`src/rtl/sram_req_ctrl.sv`:
```
// Request front-end for the 128x32 SRAM macro: request FIFO, single-issue SRAM port, held read response.
// Optional SRAM_REQ_CTRL_STATS_EN adds saturating issued-read/write counters.
module sram_req_ctrl #(
    parameter int unsigned ADDR_W     = 7,
    parameter int unsigned DATA_W     = 32,
    parameter int unsigned FIFO_DEPTH = 4,
    parameter int unsigned INIT_CLEAR = 1
) (
    input  logic              clk,
    input  logic              rst,
    input  logic              req_valid,
    output logic              req_ready,
    input  logic              req_we,
    input  logic [ADDR_W-1:0] req_addr,
    input  logic [DATA_W-1:0] req_wdata,
    output logic              resp_valid,
    input  logic              resp_ready,
    output logic [DATA_W-1:0] resp_rdata,
    output logic              resp_err,
    output logic              init_done,
    output logic              sram_cs,
    output logic              sram_we,
    output logic [ADDR_W-1:0] sram_addr,
    output logic [DATA_W-1:0] sram_wdata,
    input  logic [DATA_W-1:0] sram_rdata,
    input  logic              sram_r
`ifdef SRAM_REQ_CTRL_STATS_EN
    ,
    output logic [15:0]       stat_rd_cnt,
    output logic [15:0]       stat_wr_cnt
`endif
);

    localparam int unsigned IDX_W = $clog2(FIFO_DEPTH);
    localparam int unsigned PTR_W = IDX_W + 1;
    localparam logic [ADDR_W-1:0] LAST_ADDR = '1;

    typedef struct packed {
        logic              we;
        logic [ADDR_W-1:0] addr;
        logic [DATA_W-1:0] wdata;
    } req_t;

    typedef enum logic {S_INIT, S_RUN} state_t;

    state_t            state_q;
    logic [ADDR_W-1:0] cnt_q;
    logic              sweep_done_q;
    req_t              fifo_q [FIFO_DEPTH];
    logic [PTR_W-1:0]  wr_ptr_q, rd_ptr_q, wr_ptr_d, rd_ptr_d;
    logic              req_ready_q, init_done_q;
    logic              resp_valid_q, resp_err_q;
    logic [DATA_W-1:0] resp_rdata_q;
    logic              rd_pend_q;
    logic              sram_cs_q, sram_we_q;
    logic [ADDR_W-1:0] sram_addr_q;
    logic [DATA_W-1:0] sram_wdata_q;

    logic              fifo_empty, full_d, run_d, ready_d;
    logic              push, issue, resp_slot_ok;
    req_t              head;

    // A read owns the response register from issue until its response is taken.
    always_comb begin
        fifo_empty   = (wr_ptr_q == rd_ptr_q);
        head         = fifo_q[rd_ptr_q[IDX_W-1:0]];
        resp_slot_ok = !rd_pend_q && (!resp_valid_q || resp_ready);
        push         = req_valid && req_ready_q;
        issue        = (state_q == S_RUN) && !fifo_empty && (head.we || resp_slot_ok);
        wr_ptr_d     = wr_ptr_q + PTR_W'(push);
        rd_ptr_d     = rd_ptr_q + PTR_W'(issue);
        full_d       = (wr_ptr_d[PTR_W-1] != rd_ptr_d[PTR_W-1]) &&
                       (wr_ptr_d[IDX_W-1:0] == rd_ptr_d[IDX_W-1:0]);
        run_d        = (state_q == S_RUN) || sweep_done_q;
        ready_d      = run_d && !full_d;
    end

    always_ff @(posedge clk) begin
        if (push) begin
            fifo_q[wr_ptr_q[IDX_W-1:0]] <= '{we: req_we, addr: req_addr, wdata: req_wdata};
        end
    end

    always_ff @(posedge clk or posedge rst) begin
        if (rst) begin
            state_q      <= (INIT_CLEAR != 0) ? S_INIT : S_RUN;
            cnt_q        <= '0;
            sweep_done_q <= 1'b0;
            wr_ptr_q     <= '0;
            rd_ptr_q     <= '0;
            req_ready_q  <= 1'b0;
            init_done_q  <= 1'b0;
            resp_valid_q <= 1'b0;
            resp_rdata_q <= '0;
            resp_err_q   <= 1'b0;
            rd_pend_q    <= 1'b0;
            sram_cs_q    <= 1'b0;
            sram_we_q    <= 1'b0;
            sram_addr_q  <= '0;
            sram_wdata_q <= '0;
        end else begin
            wr_ptr_q    <= wr_ptr_d;
            rd_ptr_q    <= rd_ptr_d;
            req_ready_q <= ready_d;
            init_done_q <= run_d;
            sram_cs_q   <= 1'b0;
            sram_we_q   <= 1'b0;
            rd_pend_q   <= 1'b0;

            case (state_q)
                S_INIT: begin
                    if (!sweep_done_q) begin
                        sram_cs_q    <= 1'b1;
                        sram_we_q    <= 1'b1;
                        sram_addr_q  <= cnt_q;
                        sram_wdata_q <= '0;
                        if (cnt_q == LAST_ADDR) begin
                            sweep_done_q <= 1'b1;
                        end else begin
                            cnt_q <= cnt_q + ADDR_W'(1);
                        end
                    end else begin
                        state_q <= S_RUN;
                    end
                end
                S_RUN: begin
                    if (issue) begin
                        sram_cs_q    <= 1'b1;
                        sram_we_q    <= head.we;
                        sram_addr_q  <= head.addr;
                        sram_wdata_q <= head.wdata;
                        rd_pend_q    <= !head.we;
                    end
                end
                default: state_q <= S_RUN;
            endcase

            // Capture the read issued last cycle; otherwise retire an accepted response.
            if (rd_pend_q) begin
                resp_valid_q <= 1'b1;
                resp_rdata_q <= sram_rdata;
                resp_err_q   <= ~sram_r;
            end else if (resp_ready) begin
                resp_valid_q <= 1'b0;
            end
        end
    end

`ifdef SRAM_REQ_CTRL_STATS_EN
    logic [15:0] stat_rd_q, stat_wr_q;

    always_ff @(posedge clk or posedge rst) begin
        if (rst) begin
            stat_rd_q <= '0;
            stat_wr_q <= '0;
        end else if (issue) begin
            if (head.we) begin
                if (stat_wr_q != 16'hFFFF) stat_wr_q <= stat_wr_q + 16'd1;
            end else begin
                if (stat_rd_q != 16'hFFFF) stat_rd_q <= stat_rd_q + 16'd1;
            end
        end
    end

    assign stat_rd_cnt = stat_rd_q;
    assign stat_wr_cnt = stat_wr_q;
`endif

    assign req_ready  = req_ready_q;
    assign init_done  = init_done_q;
    assign resp_valid = resp_valid_q;
    assign resp_rdata = resp_rdata_q;
    assign resp_err   = resp_err_q;
    assign sram_cs    = sram_cs_q;
    assign sram_we    = sram_we_q;
    assign sram_addr  = sram_addr_q;
    assign sram_wdata = sram_wdata_q;

endmodule

```
`config.mk`:
```
export PLATFORM = sky130hd
export DESIGN_NAME = sram_req_ctrl
export DESIGN_NICKNAME = d
export VERILOG_FILES = /design/src/rtl/sram_req_ctrl.sv
export SDC_FILE = /design/constraint.sdc
export NUM_CORES = 1
export LEC_CHECK = 0
export CAP_MARGIN = 25
export CORE_MARGIN = 4
export CORE_UTILIZATION = 35
export CTS_CLUSTER_SIZE = 14
export DETAILED_ROUTE_END_ITERATION = 10
export GPL_ROUTABILITY_DRIVEN = 0
export PLACE_DENSITY = 0.64
export SETUP_SLACK_MARGIN = 0.3
export SLEW_MARGIN = 5
export SYNTH_ARGS = -nofsm -noshare
export SYNTH_HDL_FRONTEND = slang
export SYNTH_SLANG_ARGS = --single-unit
```
`constraint.sdc`:
```
create_clock -name clk -period 4.15 [get_ports clk]
set_input_delay 0.6225 -clock clk [delete_from_list [all_inputs] [get_ports clk]]
set_output_delay 0.6225 -clock clk [all_outputs]
set_load 0.02 [all_outputs]
```
==> Word-level counts from Yosys, hierarchy flattened <==
Memory sizes are Yosys's and may differ from the RTL's.
Cells that the tools add are included.
{ "word_totals": {"output_inout_bits": 77, "n_memories": 1, "ramBits": 160, "reg_bits": 93} }
{ "op_classes": {"eq_ne": 6, "add_sub_neg": 3, "mux": 21, "bitwise": 4, "n_reduce_logical": 17} }
{ "memory_table": {"columns": ["name", "depth", "word_bits", "read_ports", "rd_clocked_by_memory_dff", "write_ports", "line", "source"], "rows": [
  ["fifo_q", 4, 40, 1, 0, 1, "49", "req_t fifo_q [FIFO_DEPTH];"]
]} }
{ "ops": {"columns": ["operator", "n"], "rows": [
  ["32-bit 2-to-1 mux", 2],
  ["32-bit case mux with 2 select lines", 1],
  ["7-bit 2-to-1 mux", 2],
  ["7-bit case mux with 2 select lines", 1],
  ["1-bit 2-to-1 mux", 13],
  ["7-bit by 1-bit adder with 7-bit output, second input constant", 1],
  ["7-bit == test, second input constant", 1],
  ["3-bit by 1-bit adder with 3-bit output", 2],
  ["1-bit logical AND", 6],
  ["1-bit zero test", 5],
  ["1-bit inverter", 4],
  ["1-bit case mux with 2 select lines", 2],
  ["3-bit == test", 1],
  ["1-bit logical OR", 3],
  ["3-bit AND reduction", 1],
  ["2-bit == test", 1],
  ["2-bit by 1-bit inequality test with 1-bit output, second input constant", 1],
  ["2-bit inequality test, second input constant", 1],
  ["2-bit AND reduction", 1],
  ["2-bit nonzero test", 1],
  ["1-bit inequality test", 1]
]} }

==> Longest topological paths before layout <==
{ "logic_depth": {"depth_word": 10, "depth_mapped": 12, "depth_no_buf": 10} }

==> Worst setup path before layout <==
No wires, ideal clock.
{ "synth_path": {"path_kind": "input -> register", "startpoint": "input req_valid", "endpoint": "memory fifo_q[2][0] (netlist bit) (enable)", "path_buffers": 0, "arrival_ns": 3.709, "stages": 2, "setup_slack_ns": -0.055, "setup_ns": 0.495, "path_cell_list": "nand2_1 > nor3b_1"} }
{ "synth_between": {"elab_chain_cells": 3} }
{ "synth_rtl": {"columns": ["element", "line", "source"], "rows": [
  ["start, declared", "11", "input logic req_valid,"],
  ["1-bit logical AND", "68", "push = req_valid && req_ready_q;"],
  ["1-bit 2-to-1 mux", "79", "if (push) begin"],
  ["1-bit 2-to-1 mux (implied by the code)", "80", "fifo_q[wr_ptr_q[IDX_W-1:0]] <= '{we: req_we, addr: req_addr, wdata: req_wdata};"],
  ["end, declared", "49", null]
]} }
No other way between the ends.

==> Worst setup path after layout <==
{ "layout_path": {"startpoint": "register rd_ptr_q[0]", "endpoint": "register req_ready_q, in the netlist req_ready"} }
{ "layout_between": {"elab_chain_cells": 9, "word_cells_on_any_way": 12, "classes_between": "add/sub: 1; eq/ne: 3; reduce/logical: 7; memory: 1"} }
{ "layout_rtl": {"columns": ["element", "line", "source"], "rows": [
  ["start, declared", "50", "logic [PTR_W-1:0] wr_ptr_q, rd_ptr_q, wr_ptr_d, rd_ptr_d;"],
  ["start signal, assigned", "103", "rd_ptr_q <= rd_ptr_d;"],
  ["parallel branches: the longest is 4 deep, another holds memory 4 x 40 bit", null, null],
  ["3-bit by 1-bit adder with 3-bit output (*)", "71", "rd_ptr_d = rd_ptr_q + PTR_W'(issue);"],
  ["named net rd_ptr_d[2]", "50", null],
  ["1-bit inequality test (*)", "72", "full_d = (wr_ptr_d[PTR_W-1] != rd_ptr_d[PTR_W-1]) &&"],
  ["1-bit logical AND (*)", "72", null],
  ["1-bit zero test (*)", "75", "ready_d = run_d && !full_d;"],
  ["1-bit logical AND (*)", "75", null],
  ["named net ready_d", "59", "logic fifo_empty, full_d, run_d, ready_d;"],
  ["end signal, assigned", "104", "req_ready_q <= ready_d;"],
  ["end, declared", "51", "logic req_ready_q, init_done_q;"]
]} }
Mark *: on every way through the listed nets, which the timed path passes.
A chain may end at the register's enable or synchronous reset.

==> impl_metrics.env <==
export IMPL_status="complete, no violations"
export IMPL_synth_edf_count=160
export IMPL_leakagePower_nw=4.472
export IMPL_critPathTopFamily="buffers and inverters"
export IMPL_rsz0062_at_grt="no"
export IMPL_vias_per_cell=4.957
export IMPL_post_dp_hpwl_um=12660
export IMPL_root_buffer="clkbuf_16"
export IMPL_cts_buffers=26
export IMPL_max_cap_violations=0
export IMPL_dieArea_sq_mm=0.02939
export IMPL_layout_drive_gt1_share_pct=23.39
export IMPL_ys_ff_latch=252
export IMPL_syn_num_nets=530
export IMPL_dr_first_iter_drc_count=303
export IMPL_start_kind="register"
export IMPL_routed_via_count=4818
export IMPL_die_y_um=171.4
export IMPL_grt_overflow_total=0
export IMPL_seqCellArea_sq_mm=0.007112
export IMPL_end_kind="register"
export IMPL_die_w_um=171.4
export IMPL_n_fill_cell=2159
export IMPL_ff2ff_path_depth=11
export IMPL_synth_seq_area_share_pct=76.01
export IMPL_io_pins=154
export IMPL_reg2reg_slack_ps=1350
export IMPL_h_tree_depth=1
export IMPL_fin_nets=700
export IMPL_num_rows=59
export IMPL_cts_tree="built"
export IMPL_path_cells="buf_4 -> xnor2_1 -> a31oi_4 -> nand2_1 -> inv_1 -> ha_1 -> ha_1 -> xor2_1 -> xnor2_1 -> nor3_1 -> nor2_1"
export IMPL_area_growth_pct=31.18
export IMPL_ys_warn_count=0
export IMPL_synthesis_area_sq_mm=0.009350
export IMPL_relSlewSlack_pct=44.45
export IMPL_critical_path_n_buffers_inverters=2
export IMPL_n_antenna_cell=0
export IMPL_dr_pass1_iters=4
export IMPL_slowest_stage="buf_4"
export IMPL_first_global_vias=5269
export IMPL_setup_tns_ps=0
export IMPL_antenna_found_initial=0
export IMPL_pre_cts_slack_ps=767.0
export IMPL_grt_max_degree=81
export IMPL_worstSetupStartpoint="rd_ptr_q[0]"
export IMPL_multi_input_area_sq_mm=0.002156
export IMPL_hold_viol=0
export IMPL_fin_crit_sh_pct=67.48
export IMPL_core_area_sq_mm=0.02621
export IMPL_path_max_fanout=41
export IMPL_clock_skew_ps=11.17
export IMPL_drv_slew=0
export IMPL_ir_drop_mv=0.2791
export IMPL_max_freq_ghz=0.3571
export IMPL_timing_worst_slew_pin_value_ps=830.6
export IMPL_reg2reg_to="req_ready"
export IMPL_period_needed_ps=2801
export IMPL_grtUsageTotal_pct=13.56
export IMPL_wirelength_um=20080
export IMPL_hold_ws_ps=468.2
export IMPL_synthFlopType="edfxtp_1"
export IMPL_post_cts_buffers=0
export IMPL_fin_ws_ps=1349
export IMPL_syn_inst=448
export IMPL_setup_viol=0
export IMPL_p_per_area_mw_per_mm2=414.3
export IMPL_arrival_ps=3190
export IMPL_hold_buffers=0
export IMPL_ys_types=28
export IMPL_clkLatencyLatePin_ps=520
export IMPL_clkSlewWorstSetupHoldPaths_ps=60
export IMPL_required_ps=4540
export IMPL_synth_async_reset_ratio_pct=36.51
export IMPL_numPortBuffers=153
export IMPL_synth_area_per_cell_sq_um=20.87
export IMPL_max_stage_delay_ps=660
export IMPL_critPathKind="register to register"
export IMPL_grt_pass1_wl_um=30850
export IMPL_drc=0
export IMPL_routedWlPerCell_um=20.66
export IMPL_clock_sinks=252
export IMPL_hold_path_class="input pin to asynchronous set/reset pin"
export IMPL_r2r_start="rd_ptr_q[0]"
export IMPL_start_util_pct=35.68
export IMPL_clockBufferDepth=3
export IMPL_postRouteAntennaNets=0
export IMPL_cts_resized=0
==> final cells by class <==
class / instances / share of cell area [%]
well taps: 335 / 3.417
inverters: 8 / 0.2652
clock inverters: 13 / 0.9997
multi-input cells: 164 / 17.58
flip-flops and latches: 252 / 57.98
clock buffers: 34 / 6.049
repair buffers: 166 / 13.71
==> power breakdown <==
| group | total [mW] | switching (mW) | internal (mW) |
|---|---|---|---|
| Combinational | 0.115 | 0.0470 | 0.0677 |
| Sequential | 2.68 | 0.00144 | 2.67 |
| Clock | 2.29 | 0.911 | 1.38 |
==> kinds of logic (layout without fill, tap and decap cells) <==
group / after synthesis / in the layout / synth area share, %
AOI/OAI and AO/OA: 38 / 38 / 4.122
xor gates and xnor gates: 13 / 13 / 1.218
adders and majority gates: 5 / 5 / 0.6691
buffers and inverters: 32 / 221 / 1.485
DFF: 252 / 252 / 76.01
muxes: 88 / 88 / 15.40
and+or+nand+nor: 20 / 20 / 1.097
==> state kept, by name (all words and copies together) (netlist names) <==
name,cells
rd_ptr_q,3
resp_err,1
sram_we,1
resp_valid,1
sram_wdata,32
init_done,1
sram_cs,1
sram_addr,7
rd_pend_q,1
cnt_q,7
resp_rdata,32
wr_ptr_q,3
req_ready,1
fifo_q,160
sweep_done_q,1
==> placed cells by master (no fill, tap or decap), types with 3 or more instances in the layout <==
cell and instances:
nor2_1 4, buf_4 10, mux4_2 40, a32o_1 32, mux2_1 4, clkdlybuf4s50_1 153, clkbuf_8 4, clkbuf_1 3
mux2_2 43, edfxtp_1 160, nand2_1 5, xnor2_1 8, dfrtp_1 90, ha_1 5, inv_1 7, xor2_1 5
nand4_1 3, clkbuf_16 27, clkinv_2 6
==> synth_stat cells (all sizes together) (4+ instances only) <==
master	number	share of area [%]
edfxtp	160	51
ha	5	0.67
nor2	4	0.16
nand2	5	0.20
mux4	40	9.6
mux2	47	5.7
clkbuf	11	0.44
a32o	32	3.4
xnor2	8	0.75
xor2	5	0.47
inv	8	0.32
buf	13	0.72
dfrtp	92	25
==> worst max-delay path by stage <==
stage	to	depth (start not counted)	slack, ps
floorplan	cnt_q[0]	1	1140
global placement	req_ready	11	930
detailed placement	req_ready	11	770
CTS	req_ready	11	1240
global route	req_ready	11	1080
finish	req_ready	11	1350
==> stage by stage <==
stage	std cells	total power [mW]	instance area (sq um)	util (%)
2_1_floorplan	448	2.742	9365	-
3_3_place_gp	922	2.836	11330	43.22
3_5_place_dp	923	2.840	11350	43.29
4_1_cts	970	5.150	12210	46.59
5_1_grt	972	5.269	12270	46.80
6_report	972	5.081	12270	46.80
==> per-layer routing <==
metal	routed length (um)	part of all wire [%]	vias to the layer above	GRT usage, %
met5	0	0	-	0
met4	293	1.5	0	2.549
met3	1335	6.6	25	3.218
met2	9935	49	166	23.56
met1	8517	42	2482	17.62
li1	-	-	2145	-
==> worst reg2reg max path: cells and delay by family (launching register included) <==
kind	cells	cell delay [ps]
compound gates	1	240
flops	1	420
simple gates	3	360
buf+inv	2	750
xor+xnor	3	590
fa+ha+maj	2	310
Note: power is estimated with default switching activity, not from simulation.
==> variant 1 (same settings) <==
Set the parameter `ADDR_W` to 6 (it was 7).
--- a/src/rtl/sram_req_ctrl.sv
+++ b/src/rtl/sram_req_ctrl.sv
@@ -1,7 +1,7 @@
 // Request front-end for the 128x32 SRAM macro: request FIFO, single-issue SRAM port, held read response.
 // Optional SRAM_REQ_CTRL_STATS_EN adds saturating issued-read/write counters.
 module sram_req_ctrl #(
-    parameter int unsigned ADDR_W     = 7,
+    parameter int unsigned ADDR_W     = 6,
     parameter int unsigned DATA_W     = 32,
     parameter int unsigned FIFO_DEPTH = 4,
     parameter int unsigned INIT_CLEAR = 1
Ports: changed (resized req_addr and sram_addr); port bits go from 154 to 152. No check against the original RTL was run, so the function may have changed too.
==> variant 1 against the original RTL <==
  * Clock skew fell by 0.0020 ns
  * Clock power shrank 5%
  * Combinational power is 6% lower
  * Setup slack got worse by 0.091 ns
  * Sequential cell count decreased by 6
  * Hold slack improved by 0.017 ns
  * Critical path depth decreased by 1
  * Area after synthesis is 2.4% lower
  * Wire length shrank 3.3%
  * Critical endpoint unchanged
  * Largest power group unchanged
  * Sequential power fell by 3%
  * Cell area fell by 2.7%
  * Total power down 3.5%
  * Count of clock-buffer cells in the layout increased by 6
==> variant 1: results <==
group,metric,value,unit
global_routing,antenna_found_initial,1,
worst_setup_path,rr_worst_depth,10,
worst_setup_path,worstPathMaxFanout,34,
placement,dpl.hpwl,12.8,mm
global_routing,track_usage,13.5,%
drt,post_drt_wl_per_cell,20.3,um
sta,hold_slack,0.486,ns
global_routing,gr-usage-met1,17.6,%
logic_synthesis,synth_area_leaders,"edfxtp_1 51%, dfrtp_1 25%, mux4_2 9.6%",
drt,drt-vias-per-instance,4.91,
placement,port_buffers,151,
power_and_ir_drop,p_sw_share,19.0,%
logic_synthesis,postSynthAreaPerCell,20.8,um2
drt,wl_met2,9.67,mm
placement,pre_cts_slack,0.875,ns
logic_synthesis,synth-async-reset-ratio,36.6,%
outcome,status,"finished clean",
finish,layout-drive-gt1-share,23.5,%
drt,wl_met3,1.37,mm
power_and_ir_drop,p_total,4.90,mW
global_routing,use_met2,23.5,%
global_routing,grt_util_met3,3.05,%
logic_synthesis,synth_seq_area_share,76.0,%
finish,design_area,11900,um2
logic_synthesis,synthTopCellsByCount,"156 x edfxtp_1, 90 x dfrtp_1, 45 x mux2_2, 39 x mux4_2, 32 x a32o_1",
logic_synthesis,synth-edff-count,156,
power_and_ir_drop,clockPowerShare,44.5,%
finish,largest_register_ffs,156,
global_routing,grt_pass1_wl,30.4,mm
worst_setup_path,crit_arrival,3.27,ns
hold_path,hp-class,"reg -> reg",
global_routing,grt_max_degree,72,
finish,final_nets,686,
variant 1: cell types whose count changed after synthesis, sizes merged, moves of 2 or more:
cell,delta
nor2,+2
dfrtp,-2
mux2,-2
clkbuf,+2
a31oi,+2
buf,-2
edfxtp,-4
variant 1: cell type report:
| class | instances | share of cell area (%) |
|---|---|---|
| tap | 330 | 3.46 |
| clock buffer | 40 | 6.58 |
| inverter | 7 | 0.241 |
| multi-input combinational | 161 | 17.5 |
| clock inverter | 8 | 0.357 |
| timing repair buffer | 163 | 13.6 |
| sequential | 246 | 58.2 |
variant 1: kinds of logic after synthesis:
kind of cell    Yosys count  share of synthesized area [%]
flops                   246                           76.0
fa+ha+maj                 5                          0.685
buf+inv                  31                           1.55
mux                      85                           15.3
simple gates             20                           1.07
compound gates           39                           4.25
xor+xnor                 12                           1.15
variant 1: how the worst max path moves through the flow:
stage / startpoint / to / slack [ns]
after CTS: rd_ptr_q[1]$_DFF_PP0_ / sram_wdata[16]$_DFFE_PP0P_ / 1.18
after global placement: resp_ready / req_ready$_DFF_PP0_ / 0.95
after detailed placement: resp_ready / req_ready$_DFF_PP0_ / 0.87
after floorplan: req_valid / fifo_q[1][0]$_DFFE_PP_ / 1.18
after global routing: rd_ptr_q[1]$_DFF_PP0_ / req_ready$_DFF_PP0_ / 1.04
final: rd_ptr_q[1]$_DFF_PP0_ / req_ready$_DFF_PP0_ / 1.26
variant 1: worst max-delay path, stage by stage (launching register included):
cell	delay, ns
dfrtp_2	0.69
mux4_2	0.42
o21bai_4	0.42
nand2_1	0.21
inv_1	0.07
ha_1	0.18
ha_1	0.20
xor2_1	0.22
xnor2_1	0.10
nor3_1	0.19
nor2_1	0.07
==> variant 2 (same settings) <==
Without the edit above. Put one more register stage on the output `resp_err`, cleared by the reset. The value now appears one clock later. The other outputs are not delayed to match.
--- a/src/rtl/sram_req_ctrl.sv
+++ b/src/rtl/sram_req_ctrl.sv
@@ -170,7 +170,13 @@
     assign init_done  = init_done_q;
     assign resp_valid = resp_valid_q;
     assign resp_rdata = resp_rdata_q;
-    assign resp_err   = resp_err_q;
+    always_ff @(posedge clk or posedge rst) begin
+        if (rst) begin
+            resp_err <= '0;
+        end else begin
+            resp_err <= resp_err_q;
+        end
+    end
     assign sram_cs    = sram_cs_q;
     assign sram_we    = sram_we_q;
     assign sram_addr  = sram_addr_q;
Check against the original RTL: same outputs for any inputs over 10 cycles, from zero or initial values and one cycle with rst high; that may be too few to reach the edited logic, so the function may still have changed.
==> variant 2 against the original RTL <==
  * Cell area decreased by 0.19%
  * Sequential cell count increased by 1
  * Wire length decreased by 1.8%
  * Highest routed layer unchanged
  * Critical path depth decreased by 4
  * Total power decreased by 2.1%
  * Clock power decreased by 5%
  * Area after synthesis increased by 0.27%
  * Largest cell class unchanged
  * Global-route usage decreased by 0.41 points
  * Sequential share of layout area increased by 0.32 points
  * Critical endpoint is now sram_wdata[11]$_DFFE_PP0P_
  * Setup slack got worse by 0.056 ns
==> variant 2: results <==
group,metric,value,unit
global_routing,grt_max_degree,76,
worst_setup_path,crit_arrival,3.32,ns
finish,nFillCells,2144,
logic_synthesis,syn-num-nets,531,
global_routing,gr-usage-met1,16.7,%
sta,slew_headroom,42.1,%
worst_setup_path,r2r-end,"sram_wdata[11]$_DFFE_PP0P_",
logic_synthesis,synth_compound_area_share,4.11,%
logic_synthesis,synthTopCellsByCount,"160 x edfxtp_1, 93 x dfrtp_1, 43 x mux2_2, 40 x mux4_2, 32 x a32o_1",
drt,wl_met3,1.63,mm
global_routing,grt_pass1_vias,5277,
worst_setup_path,r2r_slack,1.29,ns
global_routing,grt_pass1_wl,30.2,mm
power_and_ir_drop,p_sw_share,19.2,%
logic_synthesis,postSynthAreaPerCell,20.9,um2
logic_synthesis,synth_xor_area_share,1.21,%
logic_synthesis,synth-async-reset-ratio,36.8,%
outcome,status,"finished clean",
power_and_ir_drop,seqPwrFrac,54.0,%
drt,drt_iter0_drc,267,
logic_synthesis,synth_area_leaders,"edfxtp_1 51%, dfrtp_1 25%, mux4_2 9.6%",
finish,layout-drive-gt1-share,22.7,%
global_routing,track_usage,13.2,%
power_and_ir_drop,pg_clk,2.17,mW
logic_synthesis,synth_seq_area_share,76.1,%
logic_synthesis,synth_mux_area_share,15.4,%
==> variant 2: cell types whose count changed after synthesis, sizes merged <==
| cell | delta |
|---|---|
| dfrtp | +1 |
==> variant 2: how the worst max path moves through the flow <==
| stage | startpoint | endpoint | slack [ns] |
|---|---|---|---|
| after global routing | rd_ptr_q[0]$_DFF_PP0_ | sram_wdata[1]$_DFFE_PP0P_ | 1.04 |
| after CTS | rd_ptr_q[0]$_DFF_PP0_ | sram_wdata[11]$_DFFE_PP0P_ | 1.22 |
| final | rd_ptr_q[0]$_DFF_PP0_ | sram_wdata[11]$_DFFE_PP0P_ | 1.29 |
| after detailed placement | resp_ready | req_ready$_DFF_PP0_ | 0.86 |
| after floorplan | rst | cnt_q[0]$_DFFE_PP0P_ | 1.11 |
| after global placement | resp_ready | req_ready$_DFF_PP0_ | 0.93 |
==> variant 2: logic make-up after synthesis <==
| logic type | count (synthesis) |
|---|---|
| DFF | 253 |
| buffers and inverters | 32 |
| and+or+nand+nor | 20 |
| muxes | 88 |
| AOI/OAI and AO/OA | 38 |
| xor gates and xnor gates | 13 |
| adders and majority gates | 5 |
==> variant 2: metrics by stage <==
stage | cell area (um2) | hold WS, ns | setup WS, ns
2_1_floorplan | 9390 | 0.354 | 1.11
3_3_place_gp | 11400 | 0.359 | 0.927
3_5_place_dp | 11400 | 0.372 | 0.856
4_1_cts | 12200 | 0.386 | 1.22
5_1_grt | 12200 | 0.351 | 1.04
6_report | 12200 | 0.353 | 1.29
==> variant 2: area by class of cell <==
cell class              instances  area share, %
well taps                     335           3.42
repair buffers                168           13.8
clock inverters                 8          0.767
clock buffers                  39           5.88
flip-flops and latches        253           58.3
inverters                       8          0.266
multi-input cells             164           17.6
